--- config.mk ---
export PLATFORM = sky130hd
export DESIGN_NAME = uart_tx_mmio
export DESIGN_NICKNAME = d
export VERILOG_FILES = /design/src/rtl/uart_tx_mmio.sv
export SDC_FILE = /design/constraint.sdc
export NUM_CORES = 1
export LEC_CHECK = 0
export CAP_MARGIN = 20
export CORE_MARGIN = 1
export CORE_UTILIZATION = 54
export CTS_CLUSTER_DIAMETER = 120
export DETAILED_ROUTE_END_ITERATION = 8
export PLACE_DENSITY = 0.8
export SLEW_MARGIN = 15
export SYNTH_ARGS = -nofsm -noshare
export SYNTH_HDL_FRONTEND = slang
export SYNTH_SLANG_ARGS = --single-unit
--- constraint.sdc ---
create_clock -name clk -period 4.45 [get_ports clk]
set_input_delay 1.335 -clock clk [delete_from_list [all_inputs] [get_ports clk]]
set_output_delay 1.335 -clock clk [all_outputs]
set_load 0.05 [all_outputs]
--- src/rtl/uart_tx_mmio.sv ---
// uart_tx_mmio
//   Memory-mapped 8N1 UART transmitter sitting on the data-memory bus.
//   Stores to TXDATA push bytes into a small FIFO; the serializer drains the
//   FIFO onto tx at a programmable number of clock cycles per bit.
//
// Ports
//   clk      : clock, all state updates on the rising edge
//   rst      : asynchronous active-low reset
//   cs       : block select (this block's 16-byte window)
//   wr       : 1 = store, 0 = load (qualified by cs)
//   mask     : byte-lane enables for stores
//   addr     : byte address, only addr[3:2] decoded
//   data_wr  : store data
//   data_rd  : load data (combinational), 0 when not a load to this block
//   tx       : serial output, idles high, registered
//   tx_busy  : high while a frame is on the line
//
// Register map (addr[3:2])
//   0 TXDATA  (W)   push data_wr[7:0] when mask[0]
//   1 STATUS  (R/W) [0] empty [1] full [2] busy [3] overflow (write 1 to clear)
//   2 BAUDDIV (R/W) [15:0] cycles per bit, 0 is stored as 1
//   3 CTRL    (R/W) [0] enable
module uart_tx_mmio #(
    parameter int          DEPTH       = 8,
    parameter logic [15:0] DEFAULT_DIV = 16'd868
) (
    input  logic        clk,
    input  logic        rst,
    input  logic        cs,
    input  logic        wr,
    input  logic [3:0]  mask,
    input  logic [31:0] addr,
    input  logic [31:0] data_wr,
    output logic [31:0] data_rd,
    output logic        tx,
    output logic        tx_busy
);

    localparam int AW = $clog2(DEPTH);

    typedef enum logic [1:0] {
        S_IDLE  = 2'd0,
        S_START = 2'd1,
        S_DATA  = 2'd2,
        S_STOP  = 2'd3
    } state_t;

    // FIFO storage and pointers (one extra MSB distinguishes full from empty)
    logic [7:0]  r_mem [DEPTH];
    logic [AW:0] r_wptr;
    logic [AW:0] r_rptr;
    logic        r_ovf;

    // Programmable registers
    logic [15:0] r_baud;
    logic        r_enable;

    // Serializer state
    state_t      r_state;
    logic [15:0] r_cnt;
    logic [15:0] r_div;
    logic [2:0]  r_bit_idx;
    logic [7:0]  r_shift;
    logic        r_tx;
    logic        r_busy;

    logic        w_empty;
    logic        w_full;
    logic        w_store;
    logic [1:0]  w_sel;
    logic        w_push_req;
    logic        w_push;
    logic        w_ovf_set;
    logic        w_ovf_clr;
    logic        w_bit_end;
    logic        w_pop;
    logic [7:0]  w_head;
    logic [15:0] w_baud_mod;
    logic [15:0] w_baud_next;
    logic        w_unused;

    assign w_unused = ^{addr[31:4], addr[1:0], data_wr[31:16]};

    assign w_empty = (r_wptr == r_rptr);
    assign w_full  = (r_wptr[AW] != r_rptr[AW]) &&
                     (r_wptr[AW-1:0] == r_rptr[AW-1:0]);

    assign w_store    = cs && wr;
    assign w_sel      = addr[3:2];
    assign w_push_req = w_store && (w_sel == 2'd0) && mask[0];
    // Fullness is judged before any same-cycle pop: a pop never makes room
    // for a push arriving on the same edge.
    assign w_push     = w_push_req && !w_full;
    assign w_ovf_set  = w_push_req && w_full;
    assign w_ovf_clr  = w_store && (w_sel == 2'd1) && mask[0] && data_wr[3];

    assign w_bit_end = (r_cnt == (r_div - 16'd1));
    // Pop either from IDLE or at the very end of a stop bit (back-to-back).
    assign w_pop = r_enable && !w_empty &&
                   ((r_state == S_IDLE) || ((r_state == S_STOP) && w_bit_end));
    assign w_head = r_mem[r_rptr[AW-1:0]];

    assign w_baud_mod  = {mask[1] ? data_wr[15:8] : r_baud[15:8],
                          mask[0] ? data_wr[7:0]  : r_baud[7:0]};
    assign w_baud_next = (w_baud_mod == 16'd0) ? 16'd1 : w_baud_mod;

    // FIFO storage has no reset; emptiness is carried by the pointers.
    always_ff @(posedge clk) begin
        if (w_push) begin
            r_mem[r_wptr[AW-1:0]] <= data_wr[7:0];
        end
    end

    // FIFO pointers, overflow flag and bus-writable registers
    always_ff @(posedge clk or negedge rst) begin
        if (!rst) begin
            r_wptr   <= '0;
            r_rptr   <= '0;
            r_ovf    <= 1'b0;
            r_baud   <= DEFAULT_DIV;
            r_enable <= 1'b0;
        end else begin
            if (w_push) begin
                r_wptr <= r_wptr + 1'b1;
            end
            if (w_pop) begin
                r_rptr <= r_rptr + 1'b1;
            end
            if (w_ovf_set) begin
                r_ovf <= 1'b1;
            end else if (w_ovf_clr) begin
                r_ovf <= 1'b0;
            end
            if (w_store && (w_sel == 2'd2)) begin
                r_baud <= w_baud_next;
            end
            if (w_store && (w_sel == 2'd3) && mask[0]) begin
                r_enable <= data_wr[0];
            end
        end
    end

    // Serializer FSM. The frame divisor is latched at each pop so a BAUDDIV
    // write mid-frame only affects the next frame.
    always_ff @(posedge clk or negedge rst) begin
        if (!rst) begin
            r_state   <= S_IDLE;
            r_cnt     <= '0;
            r_div     <= DEFAULT_DIV;
            r_bit_idx <= '0;
            r_shift   <= '0;
            r_tx      <= 1'b1;
            r_busy    <= 1'b0;
        end else begin
            case (r_state)
                S_IDLE: begin
                    r_cnt <= '0;
                    r_tx  <= 1'b1;
                    if (w_pop) begin
                        r_shift <= w_head;
                        r_div   <= r_baud;
                        r_state <= S_START;
                        r_tx    <= 1'b0;
                        r_busy  <= 1'b1;
                    end
                end
                S_START: begin
                    if (w_bit_end) begin
                        r_cnt     <= '0;
                        r_bit_idx <= '0;
                        r_state   <= S_DATA;
                        r_tx      <= r_shift[0];
                    end else begin
                        r_cnt <= r_cnt + 16'd1;
                    end
                end
                S_DATA: begin
                    if (w_bit_end) begin
                        r_cnt   <= '0;
                        r_shift <= r_shift >> 1;
                        if (r_bit_idx == 3'd7) begin
                            r_state <= S_STOP;
                            r_tx    <= 1'b1;
                        end else begin
                            r_bit_idx <= r_bit_idx + 3'd1;
                            // next bit is the one that lands in shift[0]
                            r_tx      <= r_shift[1];
                        end
                    end else begin
                        r_cnt <= r_cnt + 16'd1;
                    end
                end
                S_STOP: begin
                    if (w_bit_end) begin
                        r_cnt <= '0;
                        if (w_pop) begin
                            r_shift <= w_head;
                            r_div   <= r_baud;
                            r_state <= S_START;
                            r_tx    <= 1'b0;
                        end else begin
                            r_state <= S_IDLE;
                            r_tx    <= 1'b1;
                            r_busy  <= 1'b0;
                        end
                    end else begin
                        r_cnt <= r_cnt + 16'd1;
                    end
                end
                default: begin
                    r_state <= S_IDLE;
                    r_tx    <= 1'b1;
                    r_busy  <= 1'b0;
                end
            endcase
        end
    end

    assign tx      = r_tx;
    assign tx_busy = r_busy;

    // Load path: only a load (cs && !wr) returns register contents.
    always_comb begin
        data_rd = 32'd0;
        if (cs && !wr) begin
            case (w_sel)
                2'd1:    data_rd = {28'd0, r_ovf, r_busy, w_full, w_empty};
                2'd2:    data_rd = {16'd0, r_baud};
                2'd3:    data_rd = {31'd0, r_enable};
                default: data_rd = 32'd0;
            endcase
        end
    end

endmodule

==> results of run 1 <==
## per-stage QoR
step | total power [W] | utilization (%) | hold slack [ps]
2_1_floorplan | 0.003047 | - | 461.9
3_3_place_gp | 0.003319 | 61.05 | 475.6
3_5_place_dp | 0.003395 | 61.05 | 480.6
4_1_cts | 0.004719 | 65.51 | 489.0
5_1_grt | 0.004961 | 65.51 | 522.6
6_report | 0.004699 | 65.51 | 483.8
## layout make-up
class	instances	share of cell area, %
Inverter	7	0.3191
Multi-Input combinational cell	386	36.20
Timing Repair Buffer	59	8.359
Clock inverter	15	1.641
Sequential cell	137	45.70
Clock buffer	17	5.167
Tap cell	172	2.614
## registers in the layout, summed over array words and instances (netlist names), 2 cells and up
register,count
r_rptr,4
r_mem,64
r_bit_idx,3
r_cnt,16
r_wptr,4
r_div,16
r_shift,8
r_baud,16
r_state,2
## routing by layer
metal  share of wire [%]  routed length, µm  vias up
met5                   0                  0        -
met4                 2.9                393        0
met3                 5.0                692       37
met2                  48               6544      172
met1                  45               6145     2280
li1                    -                  -     2119
## worst paths after layout
check	from	endpoint	slack [ps]
worst max-delay path	addr[3]	data_rd[12]	260
worst min-delay path	tx	tx	480
worst max register to register	r_div[0]	r_shift[0]	910
worst min register to register	tx	tx	480
max in group asynchronous	rst	r_div[2]	2850
min in group asynchronous	rst	r_div[12]	820
## cells in the mapped netlist, drive strengths merged (3+ instances only)
cell / n / area (µm²)
dfstp: 11 / 289.0
nand4: 6 / 37.54
nor3: 11 / 55.05
a22o: 4 / 35.03
and3: 8 / 50.05
o21ai: 20 / 107.6
and2: 12 / 75.07
mux2i: 14 / 140.1
buf: 24 / 175.2
nor4: 10 / 96.35
a21oi: 9 / 56.31
mux4: 16 / 360.4
xor2: 18 / 157.7
or4: 7 / 52.55
nand2: 39 / 148.9
clkbuf: 15 / 56.30
mux2: 41 / 488.0
a22oi: 4 / 30.03
nand3: 14 / 70.07
nor2: 48 / 180.2
nor2b: 6 / 37.54
xnor2: 24 / 210.2
nand2b: 7 / 43.79
inv: 7 / 26.28
edfxtp: 64 / 1922
nand3b: 3 / 22.52
a31oi: 3 / 18.77
dfrtp: 62 / 1551
ha: 12 / 150.1
## logic make-up after synthesis
kind of cell / Yosys count
fa+ha+maj: 12
buf+inv: 46
mux: 71
xor+xnor: 42
compound gates: 63
flops: 137
other cells: 1
simple gates: 182
## tightest hold or removal path, stage by stage (launching register included)
cell	delay (ps)
dfstp_2	370
nand2_1	40
o21ai_0	70
## report_power, final
group / total, W / internal, W / switching [W]
clock: 0.00131 / 0.000734 / 0.000578
combinational: 0.00155 / 0.000723 / 0.000824
sequential: 0.00184 / 0.00156 / 0.000281
==> impl_metrics.json, run 1 <==
{
  "rows": 41,
  "dieWidth_um": 115.4,
  "seqCellArea_mm2": 0.003762,
  "yosys.cell_types.count": 68,
  "synthSimpleGateAreaFrac_pct": 13.95,
  "dp_hpwl_um": 9807,
  "synth-edff-count": 64,
  "syn_inst": 554,
  "vias_per_cell": 5.811,
  "cp_top_family": "buffers and inverters",
  "cp_slowest_stage_delay_ps": 610,
  "min_path_cells": 2,
  "setup_tns_ps": 0,
  "htree_levels": 4,
  "clock_sinks": 137,
  "cp_common_cell": "nor2b_1",
  "critPathMaxFanout": 12,
  "ys_warn_count": 0,
  "synth_top_family_by_area": "multiplexers",
  "antenna_cells": 0,
  "place.port_buffers": 41,
  "io-pin-count": 106,
  "drv_slew": 0,
  "firstDrtPassIters": 5,
  "vdd_drop_max_mv": 0.3726,
  "synth_fa_ha_area_share_pct": 2.162,
  "grt_use_total_pct": 22.80,
  "die_area_mm2": 0.01332,
  "drt_iter0_markers": 275,
  "grt_pass1_wl_um": 22630,
  "grt_max_degree": 33,
  "die_y_um": 115.4,
  "seq_area_frac_synth_pct": 54.18,
  "final_cells": 793,
  "final_cell_mix": "edfxtp_1 (64), dfrtp_1 (62), nor2_1 (48)",
  "final_common_cell": "edfxtp_1",
  "fin_crit_ps": 4188,
  "grt_use_met2_pct": 35.29,
  "clockBufferDepth": 2,
  "syn_to_final_growth_pct": 18.56,
  "path_buf_inv": 3,
  "met3_usage_pct": 4.533,
  "cts_made_buffers": 17,
  "synthArstFlopShare_pct": 53.28,
  "postCtsSetupBuffers": 0,
  "hp-class": "register to register",
  "powerDensity_mw_per_mm2": 570.8,
  "fillCellCount": 882,
  "crit_required_ps": 3120,
  "multi_input_area_mm2": 0.002980,
  "gp_congestion": 0.8489,
  "crit_chain": "clkdlybuf4s50_1 > nor2b_1 > nor2b_1 > buf_4 > and2_1 > buf_12",
  "grt_pass1_vias": 4463,
  "grt_use_met1_pct": 31.03,
  "synthMuxAreaShare_pct": 14.23,
  "antenna_found_initial": 0,
  "avgSynthCellArea_um2": 12.53,
  "setup_viol": 0,
  "drcViolationCount": 0,
  "critPathCaptureType": "output pin",
  "cts_hold_buf": 0,
  "fp.coreArea_mm2": 0.01257,
  "stdcell_area_mm2": 0.008233,
  "start_util_pct": 55.25,
  "rsz0062_at_grt": "false",
  "skew_ps": 8.523,
  "path_clk_slew_ps": 60,
  "arrival_ps": 2850,
  "synth_compound_area_share_pct": 6.414,
  "slew-limit-headroom_pct": 39.93,
  "netlist_area_mm2": 0.006944,
  "cp-start-kind": "primary input",
  "cts_tree": "done",
  "slowest_stage": "clkdlybuf4s50_1",
  "dp.cells": 761,
  "detail_route.wl_per_cell_um": 17.37,
  "synth_xor_area_share_pct": 5.297,
  "place_area_mm2": 0.007672,
  "final_net_count": 692,
  "cts_root_buf": "clkbuf_16",
  "cp.depth": 6,
  "status": "complete, no violations",
  "cts-resized-gates": 0,
  "post-place-ws_ps": 307.9,
  "ys_seq_elements": 137,
  "worstMarginPinSlew_ps": 892.9,
  "cap_violations": 0,
  "fin_crit_sh_pct": 94.11,
  "gr-total-overflow": 0,
  "wirelength_um": 13780,
  "worst_slack_ps": 261.9,
  "top_usage_layer": "met2",
  "drive_above_1_share_pct": 21.74,
  "vias": 4608,
  "insertion_delay_ps": 420,
  "fmax_ghz": 0.2388,
  "leakage_nw": 3.213,
  "path_class": "primary input to output pin",
  "synth-main-ff-cell": "edfxtp_1",
  "hold_violations": 0,
  "rr_worst_depth": 10,
  "ant_nets": 0
}
Note: power is estimated with default switching activity, not from simulation.
==> inputs of run 2 (changes only) <==
SKIP_CTS_REPAIR_TIMING = 1   (was unset)
SKIP_LAST_GASP = 1   (was unset)
TNS_END_PERCENT = 30   (was unset)
==> results of run 2 <==
No change in the layout: final DEF, timing and power equal those of run 1.
==> inputs of run 3 (changes only) <==
CORE_MARGIN = unset   (was 1)
==> results of run 3 <==
No change in the layout: final DEF, timing and power equal those of run 1.
